### src/rtl/fetch_stage_if.sv
// ---------------------------------------------------------------------------
// fetch_stage_if
// Instruction-memory bus between the fetch stage and instruction memory.
//   imem_req_valid  fetch request valid              (fetch -> memory)
//   imem_req_ready  memory accepts the request       (memory -> fetch)
//   imem_req_addr   fetch address                    (fetch -> memory)
//   imem_rsp_valid  in-order response valid, no back-pressure (memory -> fetch)
//   imem_rsp_data   fetched instruction              (memory -> fetch)
// master = fetch stage side, slave = memory side.
// ---------------------------------------------------------------------------
interface fetch_stage_if #(
  parameter int XLEN = 32,
  parameter int ILEN = 32
);
  logic            imem_req_valid;
  logic            imem_req_ready;
  logic [XLEN-1:0] imem_req_addr;
  logic            imem_rsp_valid;
  logic [ILEN-1:0] imem_rsp_data;

  modport master (
    output imem_req_valid,
    output imem_req_addr,
    input  imem_req_ready,
    input  imem_rsp_valid,
    input  imem_rsp_data
  );

  modport slave (
    input  imem_req_valid,
    input  imem_req_addr,
    output imem_req_ready,
    output imem_rsp_valid,
    output imem_rsp_data
  );
endinterface

### src/rtl/fetch_stage.sv
// ---------------------------------------------------------------------------
// fetch_stage
// Instruction fetch stage feeding decode. Holds the PC, issues in-order
// requests to instruction memory, buffers returned instructions together
// with their PCs and presents one instruction per cycle to decode. A redirect
// flushes the buffer and discards responses of requests already in flight.
//
// Ports
//   clk               clock, rising edge
//   rst_n             asynchronous active-low reset
//   i_stall           decode stall, holds the current output instruction
//   i_redirect_valid  taken branch/jump from execute
//   i_redirect_pc     redirect target, bits [1:0] ignored
//   imem              instruction-memory bus (master side)
//   o_inst_fetched    instruction to decode (0 when none)
//   o_inst_valid      output instruction valid
//   o_inst_pc         PC of the output instruction (0 when none)
// ---------------------------------------------------------------------------
module fetch_stage #(
  parameter int              ILEN     = 32,
  parameter int              XLEN     = 32,
  parameter logic [XLEN-1:0] RESET_PC = '0,
  parameter int              QDEPTH   = 4
) (
  input  logic            clk,
  input  logic            rst_n,
  input  logic            i_stall,
  input  logic            i_redirect_valid,
  input  logic [XLEN-1:0] i_redirect_pc,
  fetch_stage_if.master   imem,
  output logic [ILEN-1:0] o_inst_fetched,
  output logic            o_inst_valid,
  output logic [XLEN-1:0] o_inst_pc
);

  localparam int AW = $clog2(QDEPTH);
  localparam int CW = AW + 1;

  logic [XLEN-1:0] r_pc;
  logic [CW-1:0]   r_outstanding;
  logic [CW-1:0]   r_drop_cnt;
  logic [CW-1:0]   r_iq_count;
  logic [AW-1:0]   r_iq_rd;
  logic [AW-1:0]   r_iq_wr;
  logic [AW-1:0]   r_pq_rd;
  logic [AW-1:0]   r_pq_wr;

  logic [ILEN-1:0] r_iq_data [QDEPTH];
  logic [XLEN-1:0] r_iq_pc   [QDEPTH];
  logic [XLEN-1:0] r_pq      [QDEPTH];

  logic [CW:0]     w_credit_used;
  logic            w_req_valid;
  logic            w_req_fire;
  logic            w_rsp_drop;
  logic            w_iq_push;
  logic            w_iq_pop;
  logic            w_inst_valid;
  logic            w_unused_ok;

  // The low target bits are forced to zero, so they never reach any logic.
  assign w_unused_ok = ^i_redirect_pc[1:0];

  // Credits count both in-flight requests (stale ones included) and buffered
  // instructions, so every response is guaranteed a free FIFO slot.
  // Requests are also held off while reset is asserted.
  always_comb begin
    w_credit_used = {1'b0, r_outstanding} + {1'b0, r_iq_count};
    w_req_valid   = rst_n && !i_redirect_valid && (w_credit_used < (CW+1)'(QDEPTH));
    w_req_fire    = w_req_valid && imem.imem_req_ready;
    w_rsp_drop    = (r_drop_cnt != '0) || i_redirect_valid;
    w_iq_push     = imem.imem_rsp_valid && !w_rsp_drop;
    w_inst_valid  = (r_iq_count != '0);
    w_iq_pop      = w_inst_valid && !i_stall && !i_redirect_valid;
  end

  assign imem.imem_req_valid = w_req_valid;
  assign imem.imem_req_addr  = r_pc;
  assign o_inst_valid        = w_inst_valid;
  assign o_inst_fetched      = w_inst_valid ? r_iq_data[r_iq_rd] : '0;
  assign o_inst_pc           = w_inst_valid ? r_iq_pc[r_iq_rd]   : '0;

  // FIFO storage needs no reset; validity is tracked by the pointers/counts.
  // A response is tagged with the PC at the head of the issued-PC FIFO.
  always_ff @(posedge clk) begin
    if (w_req_fire) begin
      r_pq[r_pq_wr] <= r_pc;
    end
    if (w_iq_push) begin
      r_iq_data[r_iq_wr] <= imem.imem_rsp_data;
      r_iq_pc[r_iq_wr]   <= r_pq[r_pq_rd];
    end
  end

  // Control state. The issued-PC FIFO and the outstanding counter track every
  // accepted request regardless of redirects; a redirect instead records how
  // many of those responses are stale and must be thrown away on arrival.
  always_ff @(posedge clk or negedge rst_n) begin
    if (!rst_n) begin
      r_pc          <= RESET_PC;
      r_outstanding <= '0;
      r_drop_cnt    <= '0;
      r_iq_count    <= '0;
      r_iq_rd       <= '0;
      r_iq_wr       <= '0;
      r_pq_rd       <= '0;
      r_pq_wr       <= '0;
    end else begin
      if (imem.imem_rsp_valid) begin
        r_pq_rd <= r_pq_rd + AW'(1);
      end
      if (w_req_fire) begin
        r_pq_wr <= r_pq_wr + AW'(1);
      end
      case ({w_req_fire, imem.imem_rsp_valid})
        2'b10:   r_outstanding <= r_outstanding + CW'(1);
        2'b01:   r_outstanding <= r_outstanding - CW'(1);
        default: r_outstanding <= r_outstanding;
      endcase

      if (i_redirect_valid) begin
        r_pc       <= {i_redirect_pc[XLEN-1:2], 2'b00};
        r_iq_rd    <= '0;
        r_iq_wr    <= '0;
        r_iq_count <= '0;
        // The response arriving in the redirect cycle is dropped right now.
        r_drop_cnt <= r_outstanding - CW'(imem.imem_rsp_valid);
      end else begin
        if (w_req_fire) begin
          r_pc <= r_pc + XLEN'(4);
        end
        if (imem.imem_rsp_valid && (r_drop_cnt != '0)) begin
          r_drop_cnt <= r_drop_cnt - CW'(1);
        end
        if (w_iq_push) begin
          r_iq_wr <= r_iq_wr + AW'(1);
        end
        if (w_iq_pop) begin
          r_iq_rd <= r_iq_rd + AW'(1);
        end
        case ({w_iq_push, w_iq_pop})
          2'b10:   r_iq_count <= r_iq_count + CW'(1);
          2'b01:   r_iq_count <= r_iq_count - CW'(1);
          default: r_iq_count <= r_iq_count;
        endcase
      end
    end
  end

endmodule

### src/flat_wrapper.sv
// flat-port wrapper written by rule: the top's interface ports become plain ports
module fetch_stage_flat 
#(
  parameter int              ILEN     = 32,
  parameter int              XLEN     = 32,
  parameter logic [XLEN-1:0] RESET_PC = '0,
  parameter int              QDEPTH   = 4
)
  (clk, rst_n, i_stall, i_redirect_valid, i_redirect_pc, o_inst_fetched, o_inst_valid, o_inst_pc, imem_imem_req_valid, imem_imem_req_addr, imem_imem_req_ready, imem_imem_rsp_valid, imem_imem_rsp_data);
  fetch_stage_if #(.XLEN(XLEN), .ILEN(ILEN)) imem_i ();
  input  logic clk;
  input  logic rst_n;
  input  logic i_stall;
  input  logic i_redirect_valid;
  input  logic [XLEN-1:0] i_redirect_pc;
  output logic [ILEN-1:0] o_inst_fetched;
  output logic o_inst_valid;
  output logic [XLEN-1:0] o_inst_pc;
  output wire logic [$bits(imem_i.imem_req_valid)-1:0] imem_imem_req_valid;
  output wire logic [$bits(imem_i.imem_req_addr)-1:0] imem_imem_req_addr;
  input wire logic [$bits(imem_i.imem_req_ready)-1:0] imem_imem_req_ready;
  input wire logic [$bits(imem_i.imem_rsp_valid)-1:0] imem_imem_rsp_valid;
  input wire logic [$bits(imem_i.imem_rsp_data)-1:0] imem_imem_rsp_data;
  assign imem_imem_req_valid = imem_i.imem_req_valid;
  assign imem_imem_req_addr = imem_i.imem_req_addr;
  assign imem_i.imem_req_ready = imem_imem_req_ready;
  assign imem_i.imem_rsp_valid = imem_imem_rsp_valid;
  assign imem_i.imem_rsp_data = imem_imem_rsp_data;
  fetch_stage #(.ILEN(ILEN), .XLEN(XLEN), .RESET_PC(RESET_PC), .QDEPTH(QDEPTH)) u_core (.clk(clk), .rst_n(rst_n), .i_stall(i_stall), .i_redirect_valid(i_redirect_valid), .i_redirect_pc(i_redirect_pc), .imem(imem_i), .o_inst_fetched(o_inst_fetched), .o_inst_valid(o_inst_valid), .o_inst_pc(o_inst_pc));
endmodule
### config.mk
export PLATFORM = sky130hd
export DESIGN_NAME = fetch_stage_flat
export DESIGN_NICKNAME = d
export VERILOG_FILES = /design/src/rtl/fetch_stage_if.sv /design/src/rtl/fetch_stage.sv /design/src/flat_wrapper.sv
export SDC_FILE = /design/constraint.sdc
export NUM_CORES = 1
export LEC_CHECK = 0
export ABC_AREA = 1
export CORE_ASPECT_RATIO = 0.75
export CORE_UTILIZATION = 50
export CTS_CLUSTER_DIAMETER = 100
export CTS_CLUSTER_SIZE = 16
export DETAILED_ROUTE_END_ITERATION = 8
export GPL_TIMING_DRIVEN = 0
export PLACE_DENSITY_LB_ADDON = 0.05
export SYNTH_ARGS = -nofsm -noshare
export SYNTH_HDL_FRONTEND = slang
export SYNTH_SLANG_ARGS = --single-unit
export TNS_END_PERCENT = 20
### constraint.sdc
create_clock -name clk -period 9.2 [get_ports clk]
set_clock_uncertainty 0.1 [all_clocks]
set_input_delay 1.38 -clock clk [delete_from_list [all_inputs] [get_ports clk]]
set_output_delay 1.38 -clock clk [all_outputs]
set_load 0.005 [all_outputs]
==> metrics, run 1 <==
status complete, no violations; IO Pins 168; CTS Buffer Depth 3; setup bufs post-CTS 0; CP cell instances buf_2, buf_12, inv_1, nor2_1, nand2_1, nor2_2, clkdlybuf4s50_1; Die X 218 um; row count 58; Top FF cell, synth edfxtp_1; First-pass DRT Iterations 5; Yosys cell types 32; hold path depth 1; Core Region 0.0340 mm2; layout cells sized above 1 7.01%; Routed Antenna Nets 0; cell taking the most area after synthesis edfxtp_1; first-pass GRT wire length 67.2 mm; Worst Reg-to-Reg Cells 8; # setup viols final 0; dominant cells by area after synthesis edfxtp_1 (63%), nor2_1 (7.6%), dfrtp_1 (6.7%); R2R Path Start u_core.r_drop_cnt[0]; Remaining DRCs 0; Post-DP Area 0.0200 mm2; die height 164 um; average size of a mapped cell 11.3 um2; initial antenna violation count 0; sequential fraction of the synthesis area 70.0%; worst r2r dst u_core.r_iq_data[0][29]; Vias 11922; vias in the first global route 11729; Synth Instances 1551; MaxCap Viol Count 0; Yosys reg bits 415; Max VDD drop 152 uV; fin util 61.3%; Post-synth ARST share 11.3%; worst hold start u_core.r_outstanding[0]; Netlist Area Pre-Place 0.0175 mm2; dpl hpwl 29.1 mm; Syn. warnings 0; drt wl/cell 19.4 um; endpoint class of the critical path primary output; CP Data Required Time 7720 ps; Clock Root Buffer clkbuf_16; CP arrival 3000 ps; Crit path max-delay family buffers and inverters; slowest cell on the critical path clkdlybuf4s50_1; H-tree depth 1; CTS tree built; Post-CTS Resized 0; Period Utilization, post-route 48.7%; area share of the largest cell type after synthesis 63.3%; total inserted antenna cells 0; number of nets in the layout 1847; initial DRC count 951; Area Overhead vs Synth 19.1%; largest net degree at the start of global routing 30; pwr dens 259 mW/mm2; design area 0.0208 mm2; CTS Hold Bufs 0; crit-path max FO 27; Pleak 7.44 nW; crit path buf inv count 4; Hold Path Class reg2reg; Final min period 4480 ps; CP Class in2out; Fmax achieved 0.223 GHz; WHS Endpoint u_core.r_outstanding[0]; total track usage 24.8%; setup TNS 0 ps; Reg clk slew, reported paths 80 ps; CTS sink count 415; biggest cell delay along the critical path 530 ps; PortBufs 161; Max Slew Vio Count 0; unrepaired setup endpoints after global routing false; grt total ovfl 0; Least-Margin Pin Slew 688 ps; Final GP Congestion 0.866; CTS Buf Count 29; DR vias/cell 5.34; Fin. Hold Viols 0; CP startpoint kind primary input; Die Area 0.0357 mm2; Clk Latency, worst-skew pair 590 ps; number of flops mapped to enable cells by yosys 368; Worst slew margin 54.0%; Starting Density 51.4%; final wirelength 43.4 mm; internal reg-to-reg setup slack 6530 ps
==> worst max-delay path by stage <==
stage	from	endpoint	slack (ps)	cells past startpoint
after global routing	rst_n	imem_imem_req_valid	4530	7
after CTS	rst_n	imem_imem_req_valid	4650	7
final	rst_n	imem_imem_req_valid	4720	7
after detailed placement	rst_n	imem_imem_req_valid	4640	7
after floorplan	imem_imem_rsp_valid	u_core.r_iq_data[0][0]	4300	4
after global placement	imem_imem_rsp_valid	u_core.r_iq_pc[3][8]	1150	5
==> metrics by stage <==
step / hold slack (ps) / instances / power, mW / setup slack, ps
4_1_cts: 404 / 2232 / 5.43 / 4650
2_1_floorplan: 368 / 1554 / 3.31 / 4300
6_report: 400 / 2232 / 5.39 / 4720
3_3_place_gp: 396 / 2165 / 4.17 / 1150
3_5_place_dp: 392 / 2178 / 4.22 / 4640
5_1_grt: 428 / 2232 / 5.69 / 4530
==> layer usage <==
layer	wire length (um)	share of wire, %	up-vias	track usage [%]
met3	2460	5.7	35	3.69
met4	576	1.3	0	4.51
met5	0	0	-	0
met2	20200	47	301	39.7
li1	-	-	5747	-
met1	20100	46	5839	36.5
==> power breakdown <==
part	switching [mW]	internal [mW]	leakage (nW)
sequential	0.123	2.31	3.90
combinational	1.05	0.692	3.15
clock	0.622	0.600	0.396
==> layout by cell type (no fill, tap or decap), types with 7 or more instances in the layout <==
cell type        count
xnor2_1              8
buf_1                7
buf_12              12
clkdlybuf4s50_1    160
dfrtp_1             47
o22ai_1             30
buf_2               19
xor2_1              11
clkbuf_16           29
o21ai_0            198
edfxtp_1           368
nor2_4              14
nand2_1            201
a21oi_1             65
nor2_1             344
inv_2                7
nor2_2              11
ha_1                16
buf_4               13
inv_1               68
nand3_1             58
clkbuf_1            62
==> cells in the mapped netlist (8+ instances only) <==
cell      instances
edfxtp_1        368
nor2_1          352
nand2_1         201
o21ai_0         198
inv_1            68
a21oi_1          65
nand3_1          58
dfrtp_1          47
clkbuf_1         38
o22ai_1          30
buf_2            18
ha_1             16
buf_4            13
nor2_2           11
xor2_1           11
xnor2_1           8
==> sequential cells by signal (all words and copies together), names as in the netlist <==
register,flops
u_core.r_outstanding,3
u_core.r_pq,120
u_core.r_iq_count,3
u_core.r_pq_rd,2
u_core.r_drop_cnt,3
u_core.r_iq_pc,120
u_core.r_pq_wr,2
u_core.r_iq_rd,2
u_core.imem.imem_req_addr,30
u_core.r_iq_wr,2
u_core.r_iq_data,128
==> area by class of cell <==
class,count,area (um2)
sequential,415,12200
clock buffer,53,816
clock inverter,1,20.0
buffer,81,394
tap,450,563
timing repair buffer,174,1870
multi-input combinational,982,4630
inverter,76,287
fill,2761,13100
==> cells by family after synthesis <==
group	share of synthesized area, %
compound gates	8.92
fa+ha+maj	1.38
buf+inv	3.90
flops	70.0
other cells	0.0215
xor+xnor	0.953
simple gates	14.9
(Power assumes the default switching activity.)
==> run 2: changes to the inputs <==
clock period = 3.8 ns   (was 9.2 ns; I/O delays follow)
==> metrics, run 2 (synthesis gave the netlist of run 1 again) <==
crit-path max FO 10; dpl hpwl 29.1 mm; Die X 218 um; Reg clk slew, reported paths 80 ps; final wirelength 43.3 mm; Most flops, register u_core.r_iq_data; CP startpoint kind flop; fin util 61.3%; Pleak 7.45 nW; Cell Count, Final, Fillers Out 2233; vias in the first global route 11735; Starting Density 51.4%; max FFs per register 128; endpoint class of the critical path primary output; Max VDD drop 367 uV; CP arrival 2900 ps; PortBufs 161; Least-Margin Pin Slew 692 ps; Die Area 0.0357 mm2; # setup viols final 0; Fmax achieved 0.280 GHz; CTS sink count 415; MaxCap Viol Count 0; Clock Root Buffer clkbuf_16; Net Sw Frac 33.3%; die height 164 um; row count 58; biggest cell delay along the critical path 510 ps; commonest cells after routing, fill and taps aside edfxtp_1 (368), nor2_1 (344), nand2_1 (201); H-tree depth 1; CTS tree built; total inserted antenna cells 0; Period Utilization, post-route 94.0%; initial DRC count 921; status complete, no violations; largest net degree at the start of global routing 30; pwr dens 627 mW/mm2; setup TNS 0 ps; CP cell instances nor2_1, nand2_1, inv_2, clkbuf_1, a21oi_1, clkdlybuf4s50_1; CP Class reg2out; CTS Buf Count 29; Remaining DRCs 0; IO Pins 168; unrepaired setup endpoints after global routing false; number of nets in the layout 1848; Hold Path Class in2async; Flop pwr share 45.0%; Routed Antenna Nets 0; Comb pwr share 32.3%; Post-Place Setup Slack 383 ps; first-pass GRT wire length 67.2 mm; initial antenna violation count 0; Fin. Hold Viols 0; total power 13.1 mW; CP Data Required Time 3130 ps; post-route setup slack 228 ps; CTS Buffer Depth 3; crit path buf inv count 3; layout cells sized above 1 7.01%; grt total ovfl 0; Area Overhead vs Synth 19.2%; top flop regs u_core.r_iq_data x128, u_core.r_iq_pc x120, u_core.r_pq x120; Final GP Congestion 0.866; slowest cell on the critical path clkbuf_1; Final min period 3570 ps; Clk Latency, worst-skew pair 590 ps; clock share of power 22.7%; Vias 11915; P_int 8.71 mW; total track usage 24.8%; Worst slew margin 53.7%; Layout fillers 2762; most common cell after layout, fill and taps aside edfxtp_1; Max Slew Vio Count 0; First-pass DRT Iterations 7; Post-Place Cells 2178; DR vias/cell 5.34; Post-CTS Resized 0; sw power 4.35 mW; Crit path max-delay family buffers and inverters; Core Region 0.0340 mm2; drt wl/cell 19.4 um
run 2: per-stage QoR:
| step | hold WS (ps) | area, um2 |
|---|---|---|
| 2_1_floorplan | 174 | 17500 |
| 5_1_grt | 428 | 20800 |
| 3_3_place_gp | 396 | 19700 |
| 3_5_place_dp | 392 | 20000 |
| 4_1_cts | 395 | 20800 |
| 6_report | 400 | 20800 |
run 2: power groups by stage:
stage	clock, mW	sequential (mW)	combinational (mW)
floorplan	0	5.87	2.15
global placement	0	5.99	4.12
detailed placement	0	5.98	4.24
CTS	3.01	5.88	4.27
global route	3.18	5.92	4.68
finish	2.96	5.88	4.22
run 2: cell type report:
cell class,instances,area [um2],area share [%]
Sequential cell,415,12200,58.7
Multi-Input combinational cell,982,4630,22.3
Timing Repair Buffer,175,1880,9.05
Clock buffer,53,816,3.92
Tap cell,450,563,2.70
Buffer,81,394,1.89
Inverter,76,287,1.38
Clock inverter,1,20.0,0.0961
run 2: final timing paths:
path,startpoint,to,slack [ps],cells after the start
max,u_core.r_iq_count[0],o_inst_pc[24],230,6
min,rst_n,u_core.r_outstanding[0],400,2
max reg2reg,u_core.r_drop_cnt[0],u_core.r_iq_data[0][27],1120,8
min reg2reg,u_core.r_outstanding[0],u_core.r_outstanding[0],400,1
max in group asynchronous,rst_n,u_core.r_iq_rd[0],2660,3
min in group clk,u_core.r_outstanding[0],u_core.r_outstanding[0],400,1
run 2: timing repair:
item	CTS	global route
setup buffers	0	0
hold buffers	1	0
endpoints found under the hold margin	21	0
run 2: metal layers:
metal,part of all wire [%],vias to the layer above,wire length (um),track usage [%]
met5,0,-,0,0
met4,1.3,0,567,4.51
met3,5.7,34,2480,3.69
met2,46,328,20000,39.7
met1,47,5801,20200,36.5
li1,-,5752,-,-
==> run 3: changes to the inputs <==
ABC_CLOCK_PERIOD_IN_PS = 3800   (was not set)
SKIP_CTS_REPAIR_TIMING = 1   (was not set)
==> results of run 3 <==
Final layout, timing and power as in run 2 (identical DEF).
Main changes from that run: via count of the first global-routing pass 11735 -> 11729
